$ cat src/rtl/reg_writeback.sv
// Register-file write-port owner: merges zero-latency ALU results with buffered
// long-latency results and tracks destinations with outstanding results.
module reg_writeback #(
    parameter int FIFO_DEPTH = 2
) (
    input  logic                          sys_clk,
    input  logic                          sys_rst_n,
    input  logic                          alu_wen,
    input  logic [4:0]                    alu_waddr,
    input  logic [31:0]                   alu_wdata,
    input  logic                          mc_issue,
    input  logic [4:0]                    mc_issue_rd,
    input  logic                          mc_valid,
    input  logic [4:0]                    mc_waddr,
    input  logic [31:0]                   mc_wdata,
    output logic                          mc_ready,
    output logic [4:0]                    reg_waddr,
    output logic [31:0]                   reg_wdata,
    output logic                          reg_wen,
    output logic [31:0]                   busy,
    output logic [$clog2(FIFO_DEPTH):0]   wb_pending
);

    localparam int PTR_W = $clog2(FIFO_DEPTH);
    localparam int CNT_W = PTR_W + 1;
    localparam logic [CNT_W-1:0] FULL_CNT = CNT_W'(FIFO_DEPTH);

    logic [4:0]       addr_mem_r [FIFO_DEPTH];
    logic [31:0]      data_mem_r [FIFO_DEPTH];
    logic [PTR_W-1:0] wr_ptr_r;
    logic [PTR_W-1:0] rd_ptr_r;
    logic [CNT_W-1:0] count_r;
    logic [31:0]      busy_r;

    logic             push_s;
    logic             pop_s;
    logic             empty_s;
    logic [4:0]       head_addr_s;
    logic [31:0]      head_data_s;
    logic [31:0]      clr_mask_s;
    logic [31:0]      set_mask_s;
    logic [31:0]      busy_next_s;

    assign empty_s     = (count_r == {CNT_W{1'b0}});
    assign mc_ready    = (count_r != FULL_CNT);
    assign push_s      = mc_valid && mc_ready;
    // The ALU always owns the port when it writes, so the head only drains on idle ALU cycles.
    assign pop_s       = !empty_s && !alu_wen;
    assign head_addr_s = addr_mem_r[rd_ptr_r];
    assign head_data_s = data_mem_r[rd_ptr_r];

    // Set beats clear on the same edge; x0 can never become busy.
    assign clr_mask_s  = pop_s ? (32'd1 << head_addr_s) : 32'd0;
    assign set_mask_s  = (mc_issue && (mc_issue_rd != 5'd0)) ? (32'd1 << mc_issue_rd) : 32'd0;
    assign busy_next_s = ((busy_r & ~clr_mask_s) | set_mask_s) & ~32'd1;

    assign busy        = busy_r;
    assign wb_pending  = count_r;

    // FIFO storage; contents are only observed while the occupancy says valid.
    always_ff @(posedge sys_clk) begin
        if (push_s) begin
            addr_mem_r[wr_ptr_r] <= mc_waddr;
            data_mem_r[wr_ptr_r] <= mc_wdata;
        end
    end

    // FIFO pointers and occupancy.
    always_ff @(posedge sys_clk or negedge sys_rst_n) begin
        if (!sys_rst_n) begin
            wr_ptr_r <= {PTR_W{1'b0}};
            rd_ptr_r <= {PTR_W{1'b0}};
            count_r  <= {CNT_W{1'b0}};
        end else begin
            if (push_s) begin
                wr_ptr_r <= wr_ptr_r + PTR_W'(1);
            end
            if (pop_s) begin
                rd_ptr_r <= rd_ptr_r + PTR_W'(1);
            end
            case ({push_s, pop_s})
                2'b10:   count_r <= count_r + CNT_W'(1);
                2'b01:   count_r <= count_r - CNT_W'(1);
                default: count_r <= count_r;
            endcase
        end
    end

    // Outstanding-destination scoreboard.
    always_ff @(posedge sys_clk or negedge sys_rst_n) begin
        if (!sys_rst_n) begin
            busy_r <= 32'd0;
        end else begin
            busy_r <= busy_next_s;
        end
    end

    // Fixed-priority write-port mux, silenced while reset is asserted.
    always_comb begin
        reg_wen   = 1'b0;
        reg_waddr = 5'd0;
        reg_wdata = 32'd0;
        if (!sys_rst_n) begin
            reg_wen   = 1'b0;
        end else if (alu_wen) begin
            reg_wen   = 1'b1;
            reg_waddr = alu_waddr;
            reg_wdata = alu_wdata;
        end else if (!empty_s) begin
            reg_wen   = 1'b1;
            reg_waddr = head_addr_s;
            reg_wdata = head_data_s;
        end else begin
            reg_wen   = 1'b0;
        end
    end

endmodule

$ cat config.mk
export PLATFORM = sky130hd
export DESIGN_NAME = reg_writeback
export DESIGN_NICKNAME = d
export VERILOG_FILES = /design/src/rtl/reg_writeback.sv
export SDC_FILE = /design/constraint.sdc
export NUM_CORES = 1
export LEC_CHECK = 0
export BUFFER_PORTS_ARGS = -buffer_cell sky130_fd_sc_hd__buf_2
export CAP_MARGIN = 40
export CORE_MARGIN = 2
export CORE_UTILIZATION = 30
export DETAILED_ROUTE_END_ITERATION = 6
export SYNTH_ARGS = -nofsm -noshare
export SYNTH_HDL_FRONTEND = slang
export SYNTH_SLANG_ARGS = --single-unit
export TNS_END_PERCENT = 1
$ cat constraint.sdc
create_clock -name sys_clk -period 7.95 [get_ports sys_clk]
set_input_delay 1.9875 -clock sys_clk [delete_from_list [all_inputs] [get_ports sys_clk]]
set_output_delay 1.9875 -clock sys_clk [all_outputs]
set_load 0.02 [all_outputs]
==> impl_results.md, run 1 <==
* Per-instance average area after synthesis at 11.9 um2
* Final Total Pwr at 0.00188 W
* Commonest cells after routing, fill and taps aside: sky130_fd_sc_hd__buf_2, sky130_fd_sc_hd__edfxtp_1, sky130_fd_sc_hd__o21ai_0, sky130_fd_sc_hd__nand2_1, sky130_fd_sc_hd__and2_1
* Area of the placeable core at 17200 um2
* Layout net count at 673
* DR vias at 3993
* Clk root buf: sky130_fd_sc_hd__clkbuf_16
* TritonCTS Sinks at 109
* Antenna violations before repair at 2
* Deepest clock path buffer count at 2
* Share of async-settable or async-resettable flops after synthesis at 32.1%
* Post CTS Setup Buffer Count at 0
* Maximum fanout count along the critical path at 51
* Post_cts resized at 0
* Critical Path End: reg_wdata[13]
* Destination of the worst register-to-register timing path: busy[31]
* Total routing usage reported by global routing at 14.6%
* Final Hold Viols at 0
* Highest achievable clock rate at 175 MHz
* Maximum number of pins on one net before global-route repair at 52
* Most common cell after layout, fill and taps aside: sky130_fd_sc_hd__buf_2
* Per-cell via count in the routed design at 4.89
* Final cycle utilization of the critical path at 72.1%
* Number of global-route vias before repair at 3907
* Clock tree from TritonCTS: yes
* Total of flip-flops plus latches after synthesis at 109
* RD Place Congestion at 0.797
* Remaining Overflow, GRT at 0
* Worst EP required at 5.96 ns
* Syn Inst Count at 443
* Leakage component of the power at 2.78 nW
* Run status: finished, final reports clean
* Sort of element at the start of the critical path: primary input
* Worst flop-to-flop path startpoint: rd_ptr_r
* # H-tree levels at 3
* Maximum capacitance violations at 0
* CP Class: in -> out
* Net count after synthesis at 528
* Unrepaired setup endpoints after global routing: false
* Hold bufs inserted after CTS at 0
* First element of the critical path: alu_wen
* Hold slack final at 0.549 ns
* Antenna violation net count after detailed routing at 0
* Proportion of synthesized chip area in sequential cells at 59.0%
* Tightest Pin Transition at 0.810 ns
* Post-synth top flop: sky130_fd_sc_hd__edfxtp_1
* Yosys warning count at 0
* Worst clock skew at 0.00992 ns
* Remaining routing DRC violations at 0
* Pwr per Cell Area at 287 nW/um2
* Data arrival time of the worst path at 3.74 ns
* HP Class: reg -> reg
* Die footprint at 18600 um2
* Relative slew slack at 45.3%
* IR drop worst, VDD at 0.177 mV
* Top-level I/O count at 157
* Finish-stage setup viols at 0
* Number of pins exceeding their max-slew limit in the final report at 0
* Total half-perimeter wirelength after legalization and detailed placement at 9.56 mm
* Synthesis-to-finish area growth at 25.0%
* Iteration-0 DRC Markers at 285
* Number of diodes added for antenna fixing at 0
* Post-layout minimum cycle time at 5.73 ns
* Number of enable-type register cells in the synthesized netlist at 74
* Floorplan die height at 136 um
* Clock latency of the later-clocked register in the worst-skew pair at 0.35 ns
* WL final at 13.2 mm
* Post-synth design cell area at 5250 um2
* R2r worst-path depth at 4
* Crit end category: output port
* TritonCTS buffer count at 9
* DRT Pass-1 Iters at 5
* Total of buffers placed on input and output ports at 155
* Post-DR wirelength/cell at 16.2 um
* Die width at 136 um
* Fraction of layout cells with a size suffix above 1 at 33.3%
* Clock transition at the registers of the reported paths at 0.07 ns
* Final TNS setup at 0 ns
* Number of fill cells in the layout at 1691
* Number of cell rows at 48
* Flop-to-flop setup slack at 5.39 ns
* Wire length of the first global-routing pass at 20.6 mm
* Starting density of the core at 30.5%
* Number of distinct library cells after synthesis at 44
## kinds of logic after synthesis
family | Yosys count | synth area share (%)
buf+inv | 58 | 4.62
other cells | 1 | 0.0714
fa+ha+maj | 1 | 0.238
compound gates | 112 | 14.4
flops | 109 | 59.0
mux | 38 | 7.34
simple gates | 119 | 13.5
xor+xnor | 5 | 0.833
## power by group
part | leakage [nW] | total (W) | switching (W) | internal (W)
registers | 1.01 | 0.000822 | 0.0000892 | 0.000733
logic | 1.63 | 0.000610 | 0.000352 | 0.000257
clock network | 0.142 | 0.000452 | 0.000206 | 0.000246
## synthesized netlist by cell type (all sizes together) (3+ instances only)
cell type	instances	area, um2
or3b	9	88.8
o21ai	68	340
edfxtp	74	2220
dfrtp	35	876
xnor2	4	35.0
and4b	3	30.0
nand3	3	15.0
nor2	3	11.3
inv	32	120
mux2i	37	374
nand3b	10	75.1
and2	38	238
a32oi	29	254
nand2	40	150
nor4bb	3	30.0
clkbuf	12	45.0
a211oi	10	118
buf	14	77.6
## flip-flops by register name, summed over array words and instances (netlist names)
| name | count |
|---|---|
| rd_ptr_r | 1 |
| addr_mem_r | 10 |
| busy | 31 |
| wr_ptr_r | 1 |
| data_mem_r | 64 |
| wb_pending | 2 |
## worst min path at each step
stage | from | endpoint | slack [ns] | depth (start not counted)
after floorplan | wr_ptr_r | wr_ptr_r | 0.46 | 1
after global placement | busy[13] | busy[13] | 0.53 | 2
after detailed placement | busy[2] | busy[2] | 0.53 | 2
after CTS | busy[2] | busy[2] | 0.55 | 2
after global routing | busy[24] | busy[24] | 0.57 | 2
final | busy[13] | busy[13] | 0.55 | 2
## critical path, cell delays in order
cell and delay (ns):
sky130_fd_sc_hd__buf_2 0.52, sky130_fd_sc_hd__o21bai_4 0.24, sky130_fd_sc_hd__buf_4 0.45, sky130_fd_sc_hd__o21ai_0 0.20, sky130_fd_sc_hd__and2_1 0.18, sky130_fd_sc_hd__buf_2 0.15
## routing by layer
metal | share of wire (%) | routed length, um | global-route usage [%]
met1 | 42 | 5600 | 17.9
met2 | 48 | 6370 | 24.6
met3 | 7.9 | 1050 | 5.15
met4 | 1.3 | 167 | 3.47
met5 | 0.17 | 23 | 0
## metrics by stage
step,area [um2],setup WS [ns],std cells,utilization [%]
global placement,6230,2.27,800,36.1
finish,6570,2.22,817,38.1
detailed placement,6270,2.17,802,36.4
CTS,6570,2.17,817,38.1
global route,6570,2.04,817,38.1
floorplan,5250,3.18,443,-
## final cells by class
| class | instances | area (um2) | share of cell area, % |
|---|---|---|---|
| Clock buffer | 9 | 225 | 3.43 |
| Clock inverter | 6 | 72.6 | 1.11 |
| Inverter | 32 | 120 | 1.83 |
| Multi-Input combinational cell | 276 | 1930 | 29.4 |
| Sequential cell | 109 | 3100 | 47.2 |
| Tap cell | 225 | 282 | 4.29 |
| Timing Repair Buffer | 160 | 838 | 12.8 |
Power figures use the tool's default switching activity.
==> inputs of run 2 (changes only) <==
==> constraint.sdc (replaced) <==
create_clock -name sys_clk -period 5.15 [get_ports sys_clk]
set_input_delay 1.2875 -clock sys_clk [delete_from_list [all_inputs] [get_ports sys_clk]]
set_output_delay 1.2875 -clock sys_clk [all_outputs]
set_load 0.02 [all_outputs]
==> run 2 against run 1 <==
Critical path depth unchanged. Flip-flop and latch count is the same. Wire length is 3.8% higher. Worst setup slack got worse by 0.86 ns. Via count is 1.3% higher. Sequential share of layout area decreased by 0.43 points. Highest routed layer unchanged. Critical endpoint is now reg_wdata[6]. Sequential power rose by 51%. Hold slack gained 0.0023 ns.
==> impl_results.md, run 2 (same netlist as run 1, synthesis figures left out) <==
* # H-tree levels at 3
* Fraction of power consumed by combinational cells at 33.2%
* Post-DR wirelength/cell at 16.7 um
* Post_cts resized at 0
* Top-level I/O count at 157
* Number of diodes added for antenna fixing at 0
* Layout net count at 675
* Area occupied by registers at 3100 um2
* Remaining Overflow, GRT at 0
* Clock latency of the later-clocked register in the worst-skew pair at 0.35 ns
* Destination of the worst register-to-register timing path: wb_pending[1]
* Top routing layer in use: met5
* Largest reg by FF count: data_mem_r
* NetSw at 0.00103 W
* Clock transition at the registers of the reported paths at 0.07 ns
* Hold path depth at 2
* Total routing usage reported by global routing at 15.0%
* Hold bufs inserted after CTS at 0
* Number of flip-flops under the largest register name at 64
* Pwr per Cell Area at 454 nW/um2
* Maximum number of pins on one net before global-route repair at 52
* RD Place Congestion at 0.784
* Commonest cells after routing, fill and taps aside: sky130_fd_sc_hd__buf_2, sky130_fd_sc_hd__edfxtp_1, sky130_fd_sc_hd__o21ai_0, sky130_fd_sc_hd__nand2_1, sky130_fd_sc_hd__and2_1
* Placed instance area at 6300 um2
* Starting density of the core at 30.5%
* Floorplan die height at 136 um
* Antenna violations before repair at 2
* Worst Hold End: busy[2]
* DR vias at 4044
* Final TNS setup at 0 ns
* Sort of element at the start of the critical path: primary input
* Multi-input gate area at 1930 um2
* Detailed route wirelength on metal3 at 985 um
* M1 wire length at 5.77 mm
* Area of the placeable core at 17200 um2
* Fin util at 38.4%
* Final cycle utilization of the critical path at 73.6%
* Number of fill cells in the layout at 1682
* Worst flop-to-flop path startpoint: wb_pending[0]
* Clock tree from TritonCTS: yes
* Hold slack final at 0.551 ns
* Relative slew slack at 42.9%
* Tightest Pin Transition at 0.844 ns
* Final Hold Viols at 0
* TritonCTS buffer count at 9
* Total half-perimeter wirelength after legalization and detailed placement at 9.75 mm
* Number of global-route vias before repair at 4035
* Worst EP required at 3.86 ns
* Antenna violation net count after detailed routing at 0
* HP Class: reg -> reg
* Finish-stage setup viols at 0
* Most common cell after layout, fill and taps aside: sky130_fd_sc_hd__buf_2
* Start point of the worst min-delay path: busy[2]
* Die width at 136 um
* Run status: finished, final reports clean
* R2r worst-path depth at 6
* WL final at 13.7 mm
* TritonCTS Sinks at 109
* Unrepaired setup endpoints after global routing: false
* Post-layout minimum cycle time at 3.79 ns
* CP Class: in -> out
* Sw frac at 34.3%
* Clk network pwr share at 25.6%
* Maximum fanout count along the critical path at 51
* Highest achievable clock rate at 264 MHz
* Crit end category: output port
* Data arrival time of the worst path at 2.50 ns
* Post CTS Setup Buffer Count at 0
* Fraction of layout cells with a size suffix above 1 at 33.6%
* Number of pins exceeding their max-slew limit in the final report at 0
* Synthesis-to-finish area growth at 26.1%
* Die footprint at 18600 um2
* Deepest clock path buffer count at 2
* Sequential group share of total power at 41.2%
* Clk root buf: sky130_fd_sc_hd__clkbuf_16
* IR drop worst, VDD at 0.223 mV
* Per-cell via count in the routed design at 4.93
* Number of cell rows at 48
* Total met2 wirelength after detailed routing at 6.76 mm
* Leakage component of the power at 2.81 nW
* Wire length of the first global-routing pass at 21.2 mm
* Worst clock skew at 0.00624 ns
* DRT Pass-1 Iters at 5
* Finished layout cell area at 6630 um2
* Iteration-0 DRC Markers at 243
* Remaining routing DRC violations at 0
* Total of buffers placed on input and output ports at 155
* Flop-to-flop setup slack at 3.25 ns
* Final Total Pwr at 0.00301 W
* Total internal power at 0.00198 W
* Maximum capacitance violations at 0
run 2: cell count changes in the layout (fill, tap and decap cells not counted):
cell,change
sky130_fd_sc_hd__buf_12,+1
sky130_fd_sc_hd__inv_8,+1
sky130_fd_sc_hd__bufinv_16,+1
sky130_fd_sc_hd__buf_4,+1
sky130_fd_sc_hd__clkinv_4,-1
run 2: how the worst max path moves through the flow:
stage / startpoint / endpoint / cells past startpoint
6_report: alu_wen / reg_wdata[6] / 6
5_1_grt: alu_wen / reg_wdata[22] / 6
4_1_cts: alu_wen / reg_wdata[10] / 6
3_5_place_dp: alu_wen / reg_wdata[10] / 6
3_3_place_gp: alu_wen / reg_waddr[4] / 6
2_1_floorplan: mc_valid / addr_mem_r[0][0] / 2
run 2: layout make-up:
class                      instances  share of cell area (%)
clock inverter                     7                    1.59
sequential                       109                    46.8
inverter                          32                    1.81
multi-input combinational        276                    29.1
tap                              225                    4.25
clock buffer                       9                    3.40
timing repair buffer             162                    13.1
run 2: metrics by stage:
stage	worst slack, ns	cells
after floorplan	1.77	443
after detailed placement	1.34	804
after CTS	1.35	820
after global placement	1.43	801
after global routing	1.26	820
final	1.36	820
run 2: worst max-delay path, stage by stage:
cell                       delay (ns)
sky130_fd_sc_hd__buf_2           0.09
sky130_fd_sc_hd__o21bai_4        0.10
sky130_fd_sc_hd__buf_4           0.47
sky130_fd_sc_hd__o21ai_0         0.20
sky130_fd_sc_hd__and2_1          0.19
sky130_fd_sc_hd__buf_2           0.15
run 2: power groups by stage:
stage	combinational, W	sequential, W	clock (W)
finish	0.000999	0.00124	0.000771
detailed placement	0.00101	0.00126	0
global route	0.00109	0.00126	0.000826
CTS	0.00102	0.00124	0.000793
global placement	0.000906	0.00130	0
floorplan	0.000690	0.00125	0
run 2: layer usage:
layer | vias to the layer above | GRT usage, %
met5 | - | 0
met4 | 4 | 4.17
met3 | 16 | 4.77
met2 | 150 | 25.6
met1 | 1954 | 18.3
li1 | 1920 | -
